$ cat config.mk
export PLATFORM = sky130hd
export DESIGN_NAME = imem_fetch_ctrl
export DESIGN_NICKNAME = d
export VERILOG_FILES = /design/src/rtl/imem_fetch_ctrl_pkg.sv /design/src/rtl/imem_fetch_stage.sv /design/src/rtl/imem_fetch_ctrl.sv
export SDC_FILE = /design/constraint.sdc
export NUM_CORES = 1
export LEC_CHECK = 0
export BUFFER_PORTS_ARGS = -buffer_cell sky130_fd_sc_hd__buf_2
export CORE_MARGIN = 4
export CORE_UTILIZATION = 35
export CTS_BUF_LIST = sky130_fd_sc_hd__clkbuf_4 sky130_fd_sc_hd__clkbuf_8
export DETAILED_ROUTE_END_ITERATION = 8
export PLACE_DENSITY = 0.76
export SYNTH_ARGS = -nofsm -noshare
export SYNTH_HDL_FRONTEND = slang
export SYNTH_SLANG_ARGS = --single-unit
export TNS_END_PERCENT = 50
$ cat constraint.sdc
create_clock -name clk -period 1.85 [get_ports clk]
set_input_delay 0.0925 -clock clk [delete_from_list [all_inputs] [get_ports clk]]
set_output_delay 0.0925 -clock clk [all_outputs]
set_load 0.005 [all_outputs]
$ cat src/rtl/imem_fetch_ctrl_pkg.sv
// Shared definitions for the instruction-memory fetch path: widths, reset PC
// and the controller state encodings used by decode and memory as well.
package imem_fetch_ctrl_pkg;

    localparam int unsigned ADDR_W_DEF   = 10;
    localparam int unsigned INSTR_W_DEF  = 16;
    localparam int unsigned RESET_PC_DEF = 0;

    // Encodings are fixed so other blocks can decode the controller state.
    localparam logic [1:0] ST_LOAD   = 2'd0;
    localparam logic [1:0] ST_RUN    = 2'd1;
    localparam logic [1:0] ST_HALTED = 2'd2;

    function automatic logic fetch_advance(input logic valid, input logic ready);
        return !valid || ready;
    endfunction

endpackage

$ cat src/rtl/imem_fetch_stage.sv
// Output holding register toward decode: captures a fetched word on load,
// drops it on flush, and drains it once decode accepts it.
module imem_fetch_stage
    import imem_fetch_ctrl_pkg::*;
#(
    parameter int unsigned ADDR_W  = ADDR_W_DEF,
    parameter int unsigned INSTR_W = INSTR_W_DEF
) (
    input  logic               clk,
    input  logic               rst_n,
    input  logic               load,
    input  logic               flush,
    input  logic               ready,
    input  logic [INSTR_W-1:0] d_instr,
    input  logic [ADDR_W-1:0]  d_pc,
    output logic               valid,
    output logic [INSTR_W-1:0] instr,
    output logic [ADDR_W-1:0]  pc
);

    always_ff @(posedge clk or negedge rst_n) begin
        if (!rst_n) begin
            valid <= 1'b0;
            instr <= '0;
            pc    <= '0;
        end else if (flush) begin
            valid <= 1'b0;
        end else if (load) begin
            valid <= 1'b1;
            instr <= d_instr;
            pc    <= d_pc;
        end else if (ready) begin
            valid <= 1'b0;
        end
    end

endmodule

$ cat src/rtl/imem_fetch_ctrl.sv
// Instruction memory sequencer: boot-time program load via the write port,
// then PC-driven fetch to decode with redirect and halt/restart handling.
module imem_fetch_ctrl
    import imem_fetch_ctrl_pkg::*;
#(
    parameter int unsigned ADDR_W   = ADDR_W_DEF,
    parameter int unsigned INSTR_W  = INSTR_W_DEF,
    parameter int unsigned RESET_PC = RESET_PC_DEF
) (
    input  logic               clk,
    input  logic               rst_n,
    input  logic               load_valid,
    output logic               load_ready,
    input  logic [ADDR_W-1:0]  load_addr,
    input  logic [INSTR_W-1:0] load_data,
    input  logic               start,
    input  logic               halt_req,
    input  logic               redirect_valid,
    input  logic [ADDR_W-1:0]  redirect_pc,
    output logic [ADDR_W-1:0]  imem_addr,
    output logic               imem_we,
    output logic [INSTR_W-1:0] imem_wdata,
    input  logic [INSTR_W-1:0] imem_rdata,
    output logic               if_valid,
    input  logic               if_ready,
    output logic [INSTR_W-1:0] if_instr,
    output logic [ADDR_W-1:0]  if_pc,
    output logic               running
);

    localparam logic [ADDR_W-1:0] RST_PC = ADDR_W'(RESET_PC);

    logic [1:0]        state, state_nxt;
    logic [ADDR_W-1:0] pc, pc_nxt;
    logic              fetch_en;
    logic              flush;

    // Redirect outranks a normal advance; halt still lets this cycle's advance land.
    always_comb begin
        state_nxt = state;
        pc_nxt    = pc;
        fetch_en  = 1'b0;
        flush     = 1'b0;
        case (state)
            ST_LOAD: begin
                if (start) begin
                    state_nxt = ST_RUN;
                    pc_nxt    = RST_PC;
                end
            end
            ST_RUN: begin
                if (redirect_valid) begin
                    flush  = 1'b1;
                    pc_nxt = redirect_pc;
                end else if (fetch_advance(if_valid, if_ready)) begin
                    fetch_en = 1'b1;
                    pc_nxt   = pc + ADDR_W'(1);
                end
                if (halt_req) begin
                    state_nxt = ST_HALTED;
                end
            end
            ST_HALTED: begin
                if (start) begin
                    state_nxt = ST_RUN;
                    pc_nxt    = RST_PC;
                    flush     = 1'b1;
                end else if (redirect_valid) begin
                    flush  = 1'b1;
                    pc_nxt = redirect_pc;
                end
            end
            default: begin
                state_nxt = ST_LOAD;
            end
        endcase
    end

    always_ff @(posedge clk or negedge rst_n) begin
        if (!rst_n) begin
            state <= ST_LOAD;
            pc    <= RST_PC;
        end else begin
            state <= state_nxt;
            pc    <= pc_nxt;
        end
    end

    // Gated with rst_n so the loader sees no acceptance while reset is held.
    assign load_ready = rst_n && (state == ST_LOAD);
    assign imem_we    = load_ready && load_valid;
    assign imem_wdata = load_data;
    assign imem_addr  = (state == ST_LOAD) ? load_addr : pc;
    assign running    = (state == ST_RUN);

    imem_fetch_stage #(
        .ADDR_W  (ADDR_W),
        .INSTR_W (INSTR_W)
    ) u_stage (
        .clk     (clk),
        .rst_n   (rst_n),
        .load    (fetch_en),
        .flush   (flush),
        .ready   (if_ready),
        .d_instr (imem_rdata),
        .d_pc    (pc),
        .valid   (if_valid),
        .instr   (if_instr),
        .pc      (if_pc)
    );

endmodule

==> results of run 1 <==
## worst register-to-register path: cells and delay by family (launching register included)
kind                       cells  cell delay, ns
AOI/OAI and AO/OA              3            0.62
adders and majority gates      1            0.22
buffers and inverters          2            0.29
DFF                            1            0.39
and+or+nand+nor                2            0.13
## registers in the layout, summed over array words and instances, names as in the netlist
name / flops
pc: 10
state: 2
u_stage.pc: 10
u_stage.valid: 1
u_stage.instr: 16
## cell type report
class,count,area [um2],share of cell area
clock buffer,6,76.32,0.02716
sequential,39,975.9,0.3473
multi-input combinational,127,1025,0.3646
timing repair buffer,99,556.8,0.1981
clock inverter,2,60.06,0.02137
inverter,6,22.52,0.008014
tap,75,93.84,0.03339
## per-stage QoR
step                      hold slack (ns)  power, mW  worst slack [ns]  cells
after floorplan                   -0.2031      2.749           0.03959    194
after global placement            0.03310      3.529           0.09185    343
after detailed placement          0.04284      3.603           0.05433    343
after CTS                         0.02649      4.473           0.03947    352
after global routing              0.02965      4.850          -0.01355    354
final                             0.03256      4.505           0.07111    354
## worst min-delay path by stage
stage / from / end / slack [ns]
2_1_floorplan: rst_n / pc[0] / -0.20
3_3_place_gp: rst_n / u_stage.instr[15] / 0.03
3_5_place_dp: rst_n / u_stage.instr[15] / 0.04
4_1_cts: imem_rdata[14] / u_stage.instr[14] / 0.03
5_1_grt: imem_rdata[14] / u_stage.instr[14] / 0.03
6_report: imem_rdata[15] / u_stage.instr[15] / 0.03
## cells by family after synthesis
family / after synthesis
simple gates: 55
xor+xnor: 2
mux: 35
buf+inv: 29
compound gates: 28
fa+ha+maj: 6
flops: 39
## power by group through the flow
| stage | Combinational [mW] | Sequential, mW | Clock, mW |
|---|---|---|---|
| finish | 2.18 | 1.47 | 0.855 |
| global placement | 2.06 | 1.47 | 0 |
| global route | 2.41 | 1.53 | 0.909 |
| CTS | 2.12 | 1.48 | 0.872 |
| detailed placement | 2.11 | 1.49 | 0 |
| floorplan | 1.26 | 1.49 | 0 |
## cells in the final DEF, fill, tap and decap left out, types with 3 or more instances in the layout
master    instances
nor3_1            4
nand3_1           6
buf_2            82
nand3_2           3
ha_1              3
mux2_2           35
nand4_1           4
and3_1            3
nand2_1          13
o21ai_0           7
nand2b_1          3
nor2_1            9
inv_1             6
dfrtp_1          39
ha_2              3
buf_4            14
clkbuf_8          5
## per-layer routing
metal | up-vias | share of wire
met3 | 10 | 0.065
met1 | 849 | 0.39
met5 | - | 0
met4 | 0 | 0.018
met2 | 49 | 0.52
li1 | 851 | -
## what timing repair did
action,4_1_cts,5_1_grt
hold endpoints to repair,15,0
hold buffers,1,0
resized for setup,0,7
buffers inserted,0,1
endpoints found under the setup margin,0,18
==> results.json, run 1 <==
{
  "gr-max-usage-layer": "met2",
  "use_met2": 0.2510,
  "relSlewSlack": 0.7097,
  "antenna_found_initial": 0,
  "setup_tns_ns": 0,
  "vias_per_cell": 4.969,
  "synthAdderAreaFrac": 0.03456,
  "switching_power_mw": 1.572,
  "num-fill-cells": 583,
  "timing.rr.end": "pc[5]",
  "drcViolationCount": 0,
  "grt_use_met1": 0.1586,
  "hold_class": "in -> reg",
  "finalMaxSlewViolations": 0,
  "synth-edff-count": 0,
  "cap_viol_max_count": 0,
  "p_per_area_nw_per_um2": 1603,
  "leakage_nw": 1.432,
  "synth_top_area_cell": "dfrtp_1",
  "pwr-share-seq": 0.327,
  "worstSetupPathType": "reg -> out",
  "critPathLaunch": "state[1]",
  "synth_top_family_by_area": "multiplexers",
  "drive_above_1_share": 0.5591,
  "avgSynthCellArea_um2": 11.20,
  "start_util": 0.3647,
  "finalCritPeriodShare": 0.9616,
  "status": "completed",
  "reg2reg_slack_ns": 0.09,
  "grt_overflow": 0,
  "worst_pin_slew_ns": 0.4321,
  "clk_pin_slew_worst_paths_ns": 0.08,
  "ir_worst_vdd_uv": 577.9,
  "min_period_ns": 1.779,
  "via_count": 1759,
  "p_int_mw": 2.933,
  "row_count": 28,
  "reg2regPathDepth": 8,
  "synthMuxAreaShare": 0.1815,
  "crit_end": "imem_addr[1]",
  "fin_area_um2": 2810,
  "area_growth_pct": 29.38,
  "cp-start-kind": "flop",
  "crit_arrival_ns": 1.69,
  "place_hpwl_mm": 4.094,
  "drtIter0Drc": 78,
  "die_x_um": 86.78,
  "final_nets": 343,
  "path_delay_family": "buffers and inverters",
  "grt_pass1_vias": 1816,
  "crit_buf_inv": 3,
  "die_area_um2": 7530,
  "grt_use_met3": 0.04087,
  "synth_compound_area_frac": 0.09447,
  "synth_fp_nets": 259,
  "cts_tree": "done",
  "grt_pass1_wl_mm": 8.445,
  "cts-buffers-inserted": 5,
  "grt_max_degree": 25,
  "track_usage": 0.1413,
  "cts_max_level": 2,
  "synth_flop_cell": "dfrtp_1",
  "ys_async_sr_fraction": 1.000,
  "cts-root-buf": "clkbuf_8",
  "synth.most_common_cell": "dfrtp_1",
  "wire_per_inst_um": 15.22,
  "synthXorXnorAreaFrac": 0.008065,
  "io_buffers": 82,
  "cp_cell_sequence": "inv_1 > ha_2 > buf_6 > mux2_2 > buf_2",
  "antennaDiodeCount": 0,
  "synth_cells": 194,
  "synth_area_leaders": "dfrtp_1 (45%), mux2_2 (18%), buf_4 (5.9%), ha_1 (3.5%), nand2_1 (2.2%)",
  "max_stage_delay_ns": 0.42,
  "ys_ff_latch": 39,
  "combPwrFrac": 0.483,
  "place_area_um2": 2628,
  "drtPass1Iterations": 4,
  "cts_buffer_depth": 2,
  "ys_types": 42,
  "clock_skew_ns": 0.005721,
  "switching_share": 0.3489,
  "drt_wl_total_mm": 5.388,
  "crit_path_end_kind": "output pin",
  "worstPathRequired_ns": 1.76,
  "core_area_um2": 5956,
  "netlist_area_um2": 2172,
  "cts_sinks": 39,
  "clock_latency_ns": 0.29,
  "worstPathMaxFanout": 14,
  "io_pins": 115,
  "setup_violations": 0,
  "ys_warn_count": 0,
  "hold_violations": 0,
  "die_y_um": 86.78,
  "grt_setup_unrepaired": "yes",
  "place.gp.congestion": 0.8976,
  "ys_seq_area_frac": 0.4493,
  "fin_util": 0.4718,
  "worstHoldPathCells": 2,
  "synth-simple-area-share": 0.1417,
  "postRouteAntennaNets": 0,
  "rr_startpoint": "state[0]",
  "timing.fmax_mhz": 562.1,
  "pwr-share-clk": 0.190,
  "synth_top_cells_by_count": "dfrtp_1 (39), mux2_2 (35), buf_4 (17)",
  "slowest_stage": "dfrtp_1",
  "path_depth": 5,
  "synth_top_area_frac": 0.4493
}
Power figures use the tool's default switching activity.
==> run 2: changes to the inputs <==
- PLACE_DENSITY: 0.76 -> 0.74
- clock period: 1.85 -> 2 ns (I/O delays scaled with it)
==> results.json, run 2 (synthesis results as in run 1) <==
{
  "status": "completed",
  "cts_tree": "done",
  "hold_violations": 0,
  "clock_skew_ns": 0.002058,
  "cts_max_level": 2,
  "track_usage": 0.1380,
  "place_area_um2": 2562,
  "finalMaxSlewViolations": 0,
  "clock_latency_ns": 0.28,
  "io_pins": 115,
  "setup_violations": 0,
  "grt_overflow": 0,
  "cts_setup_buffers": 0,
  "die_area_um2": 7530,
  "most-common-layout-cells": "buf_2 (82), dfrtp_1 (38), mux2_2 (35), nand2_1 (13), nor2_1 (10)",
  "slowest_stage": "or3_4",
  "drcViolationCount": 0,
  "dpl.cell_count": 336,
  "cts_buffer_depth": 2,
  "die_x_um": 86.78,
  "area_growth_pct": 22.98,
  "multi_input_area_um2": 1008,
  "row_count": 28,
  "die_y_um": 86.78,
  "drtIter0Drc": 190,
  "postRouteAntennaNets": 0,
  "ir_worst_vdd_uv": 494.2,
  "antenna_found_initial": 0,
  "fin_area_um2": 2671,
  "place_hpwl_mm": 4.018,
  "max_stage_delay_ns": 0.47,
  "antennaDiodeCount": 0,
  "met2WireLength_mm": 2.485,
  "path_delay_family": "simple AND/OR/NAND/NOR gates",
  "finalCritPeriodShare": 0.9454,
  "reg_top3": "u_stage.instr x16, pc x10, u_stage.pc x10",
  "worstPathMaxFanout": 12,
  "relSlewSlack": 0.6894,
  "crit_buf_inv": 1,
  "wl_met1_mm": 2.161,
  "core_area_um2": 5956,
  "leakage_nw": 1.365,
  "via_count": 1732,
  "top_layer": "met4",
  "largest_register_ffs": 16,
  "cts-buffers-inserted": 5,
  "hold_class": "in -> reg",
  "drive_above_1_share": 0.5333,
  "grt_pass1_wl_mm": 8.086,
  "grt_setup_unrepaired": "no",
  "wire_per_inst_um": 15.09,
  "cts-root-buf": "clkbuf_8",
  "worstSetupPathType": "reg -> reg",
  "final_nets": 334,
  "vias_per_cell": 5.020,
  "total_power_mw": 3.757,
  "grt_pass1_vias": 1618,
  "p_per_area_nw_per_um2": 1407,
  "worstPathRequired_ns": 2.17,
  "instances_no_fill": 345,
  "largest_register": "u_stage.instr",
  "cts_sinks": 39,
  "num-fill-cells": 555,
  "crit_path_end_kind": "flop",
  "cp-start-kind": "flop",
  "final_common_cell": "buf_2",
  "cap_viol_max_count": 0,
  "drt_wl_total_mm": 5.206,
  "timing.fmax_mhz": 528.9,
  "min_period_ns": 1.891,
  "worst_pin_slew_ns": 0.4624,
  "place.gp.congestion": 0.8768,
  "io_buffers": 82,
  "crit_arrival_ns": 2.07,
  "drtPass1Iterations": 4,
  "seqCellArea_um2": 977.2,
  "grt_max_degree": 35,
  "cp_cell_sequence": "inv_1 > ha_1 > nand2b_1 > a21oi_2 > or3_4 > a221o_1",
  "clk_pin_slew_worst_paths_ns": 0.07,
  "start_util": 0.3647,
  "wl_met3_um": 481,
  "setup_tns_ns": 0
}
==> run 2: worst paths after layout <==
path                           startpoint                 to  slack (ns)  cells past startpoint
setup / recovery                 state[0]              pc[5]        0.11                      6
hold / removal             imem_rdata[14]  u_stage.instr[14]        0.04                      2
setup reg to reg                 state[0]              pc[5]        0.11                      6
hold reg to reg             u_stage.pc[2]      u_stage.pc[2]        0.49                      2
max in group asynchronous           rst_n           state[0]        1.12                      3
min in group asynchronous           rst_n      u_stage.pc[7]        0.18                      2
==> run 2: cell type report <==
type | instances | area share
flip-flops and latches | 39 | 0.3658
inverters | 6 | 0.008431
repair buffers | 91 | 0.1799
well taps | 75 | 0.03513
clock buffers | 7 | 0.03138
clock inverters | 1 | 0.001874
multi-input cells | 126 | 0.3775
==> run 2: report_power, final <==
group	switching, mW	leakage, nW	internal [mW]
combinational	0.878	0.817	0.944
sequential	0.263	0.498	1.13
clock	0.267	0.0491	0.272
==> run 2: layer usage <==
metal  track usage  up-vias
li1              -      830
met1        0.1788      816
met2        0.2246       78
met3       0.03422        8
met4       0.04674        0
met5             0        -
==> run 2: stage by stage <==
step                      setup WS [ns]  hold slack (ns)  utilization
after floorplan                  0.1896          -0.1956            -
after global placement           0.1508         -0.04602       0.4303
after detailed placement        0.09683         -0.04337       0.4303
after CTS                       0.08516          0.03205       0.4468
after global routing            0.01114          0.02707       0.4485
final                            0.1092          0.04033       0.4485
==> run 2: timing repair <==
item	4_1_cts	5_1_grt
hold buffers	1	0
endpoints found under the hold margin	5	0
setup endpoints to repair	0	4
gates resized for setup	0	3
==> run 2: worst register-to-register path, delay by kind of cell, from the launching register on <==
kind / cells / cell delay [ns]
AOI/OAI and AO/OA: 2 / 0.48
buffers and inverters: 1 / 0.07
and+or+nand+nor: 2 / 0.58
DFF: 1 / 0.40
adders and majority gates: 1 / 0.25
==> run 3: changes to the inputs <==
- CORE_UTILIZATION: 35 -> 47
- PLACE_DENSITY: 0.74 -> 0.92
==> results.json, run 3 (synthesis results as in run 1) <==
{
  "status": "completed",
  "final_nets": 334,
  "track_usage": 0.1740,
  "use_met2": 0.2860,
  "die_x_um": 75.98,
  "crit_arrival_ns": 2.09,
  "cap_viol_max_count": 0,
  "cts_buffer_depth": 2,
  "num-fill-cells": 377,
  "vias_per_cell": 5.435,
  "core_area_um2": 4414,
  "min_to": "u_stage.instr[1]",
  "start_util": 0.4921,
  "drt_wl_total_mm": 5.087,
  "worstSetupPathType": "reg -> reg",
  "reg_top3": "u_stage.instr x16, pc x10, u_stage.pc x10",
  "clock_latency_ns": 0.29,
  "min_period_ns": 1.919,
  "place.gp.congestion": 0.8728,
  "most-common-layout-cells": "buf_2 (82), dfrtp_1 (39), mux2_2 (35), nand2_1 (13), nor2_1 (10)",
  "leakage_nw": 1.385,
  "clock_skew_ns": 0.005915,
  "crit_path_end_kind": "flop",
  "hold_class": "in -> reg",
  "timing.rr.end": "pc[5]",
  "hp-start": "imem_rdata[1]",
  "reg2regPathDepth": 6,
  "cts-buffers-inserted": 5,
  "area_growth_pct": 23.85,
  "setup_violations": 0,
  "cts_tree": "done",
  "relSlewSlack": 0.6506,
  "drtPass1Iterations": 5,
  "hold_violations": 0,
  "cp-start-kind": "flop",
  "worst_pin_slew_ns": 0.5213,
  "worstPathMaxFanout": 12,
  "drive_above_1_share": 0.5333,
  "place_hpwl_mm": 3.896,
  "grt_use_met3": 0.05792,
  "cts-root-buf": "clkbuf_8",
  "p_per_area_nw_per_um2": 1463,
  "grt_use_met1": 0.2091,
  "io_pins": 115,
  "drcViolationCount": 0,
  "via_count": 1750,
  "final_common_cell": "buf_2",
  "die_y_um": 75.98,
  "grt_max_degree": 40,
  "pre_cts_slack_ns": 0.05741,
  "largest_register_ffs": 16,
  "io_buffers": 82,
  "rr_startpoint": "state[0]",
  "grt_pass1_vias": 1717,
  "wire_per_inst_um": 15.80,
  "postRouteAntennaNets": 0,
  "timing.fmax_mhz": 521.0,
  "ir_worst_vdd_uv": 799.4,
  "worstHoldPathCells": 2,
  "clk_pin_slew_worst_paths_ns": 0.08,
  "die_area_um2": 5773,
  "row_count": 24,
  "cts_max_level": 2,
  "worst_slack_ns": 0.08059,
  "worstPathRequired_ns": 2.17,
  "antenna_found_initial": 0,
  "grt_pass1_wl_mm": 8.314,
  "finalMaxSlewViolations": 0,
  "total_power_mw": 3.935,
  "cts_sinks": 39,
  "finalCritPeriodShare": 0.9597,
  "grt_overflow": 0,
  "antennaDiodeCount": 0,
  "gr-max-usage-layer": "met2",
  "drtIter0Drc": 61,
  "largest_register": "u_stage.instr",
  "reg2reg_slack_ns": 0.08
}
==> run 3: critical path: stages, from the launching register on <==
cell and delay, ns:
dfrtp_1 0.42, inv_1 0.10, ha_2 0.23, nand2b_1 0.13, a21oi_4 0.09, or3_4 0.46, a221o_1 0.37
==> run 3: worst max-delay path by stage <==
stage                  start     to  slack [ns]  cells after the start
CTS                 state[0]  pc[3]        0.03                      7
detailed placement  state[0]  pc[3]        0.06                      7
global route        state[1]  pc[0]       -0.02                      7
global placement    state[0]  pc[5]        0.15                      6
finish              state[0]  pc[5]        0.08                      6
floorplan           state[0]  pc[8]        0.19                      9
==> run 3: cell type report <==
class	count	area, um2	area share
Multi-Input combinational cell	126	1016	0.3777
Sequential cell	39	975.9	0.3628
Timing Repair Buffer	91	493.0	0.1833
Clock buffer	6	82.58	0.03070
Tap cell	52	65.06	0.02419
Clock inverter	2	35.03	0.01302
Inverter	6	22.52	0.008372
==> run 3: routing by layer <==
layer  vias up  part of all wire
li1        826                 -
met1       838              0.40
met2        75              0.51
met3        11             0.079
met4         0             0.018
met5         -                 0
==> run 3: what timing repair did <==
action	in CTS	in global routing
resized for setup	0	3
setup endpoints to repair	0	6
hold buffers	1	0
setup buffers	0	2
hold endpoints to repair	39	0
==> run 3: report_power, final <==
group | leakage [nW] | total (mW) | internal, mW | switching [mW]
clock network | 0.0612 | 0.672 | 0.403 | 0.268
registers | 0.500 | 1.39 | 1.13 | 0.257
logic | 0.824 | 1.88 | 0.974 | 0.902
total | 1.38 | 3.94 | 2.51 | 1.43
==> run 3: stage by stage <==
stage,TNS (ns),hold WS [ns],std cells,utilization,instance area [um2]
detailed placement,0,0.2000,311,0.5734,2531
CTS,0,0.03455,320,0.6023,2659
finish,0,0.03968,322,0.6094,2690
floorplan,0,-0.1956,194,-,2172
global placement,0,0.2000,311,0.5734,2531
global route,-0.01660,0.02962,322,0.6094,2690
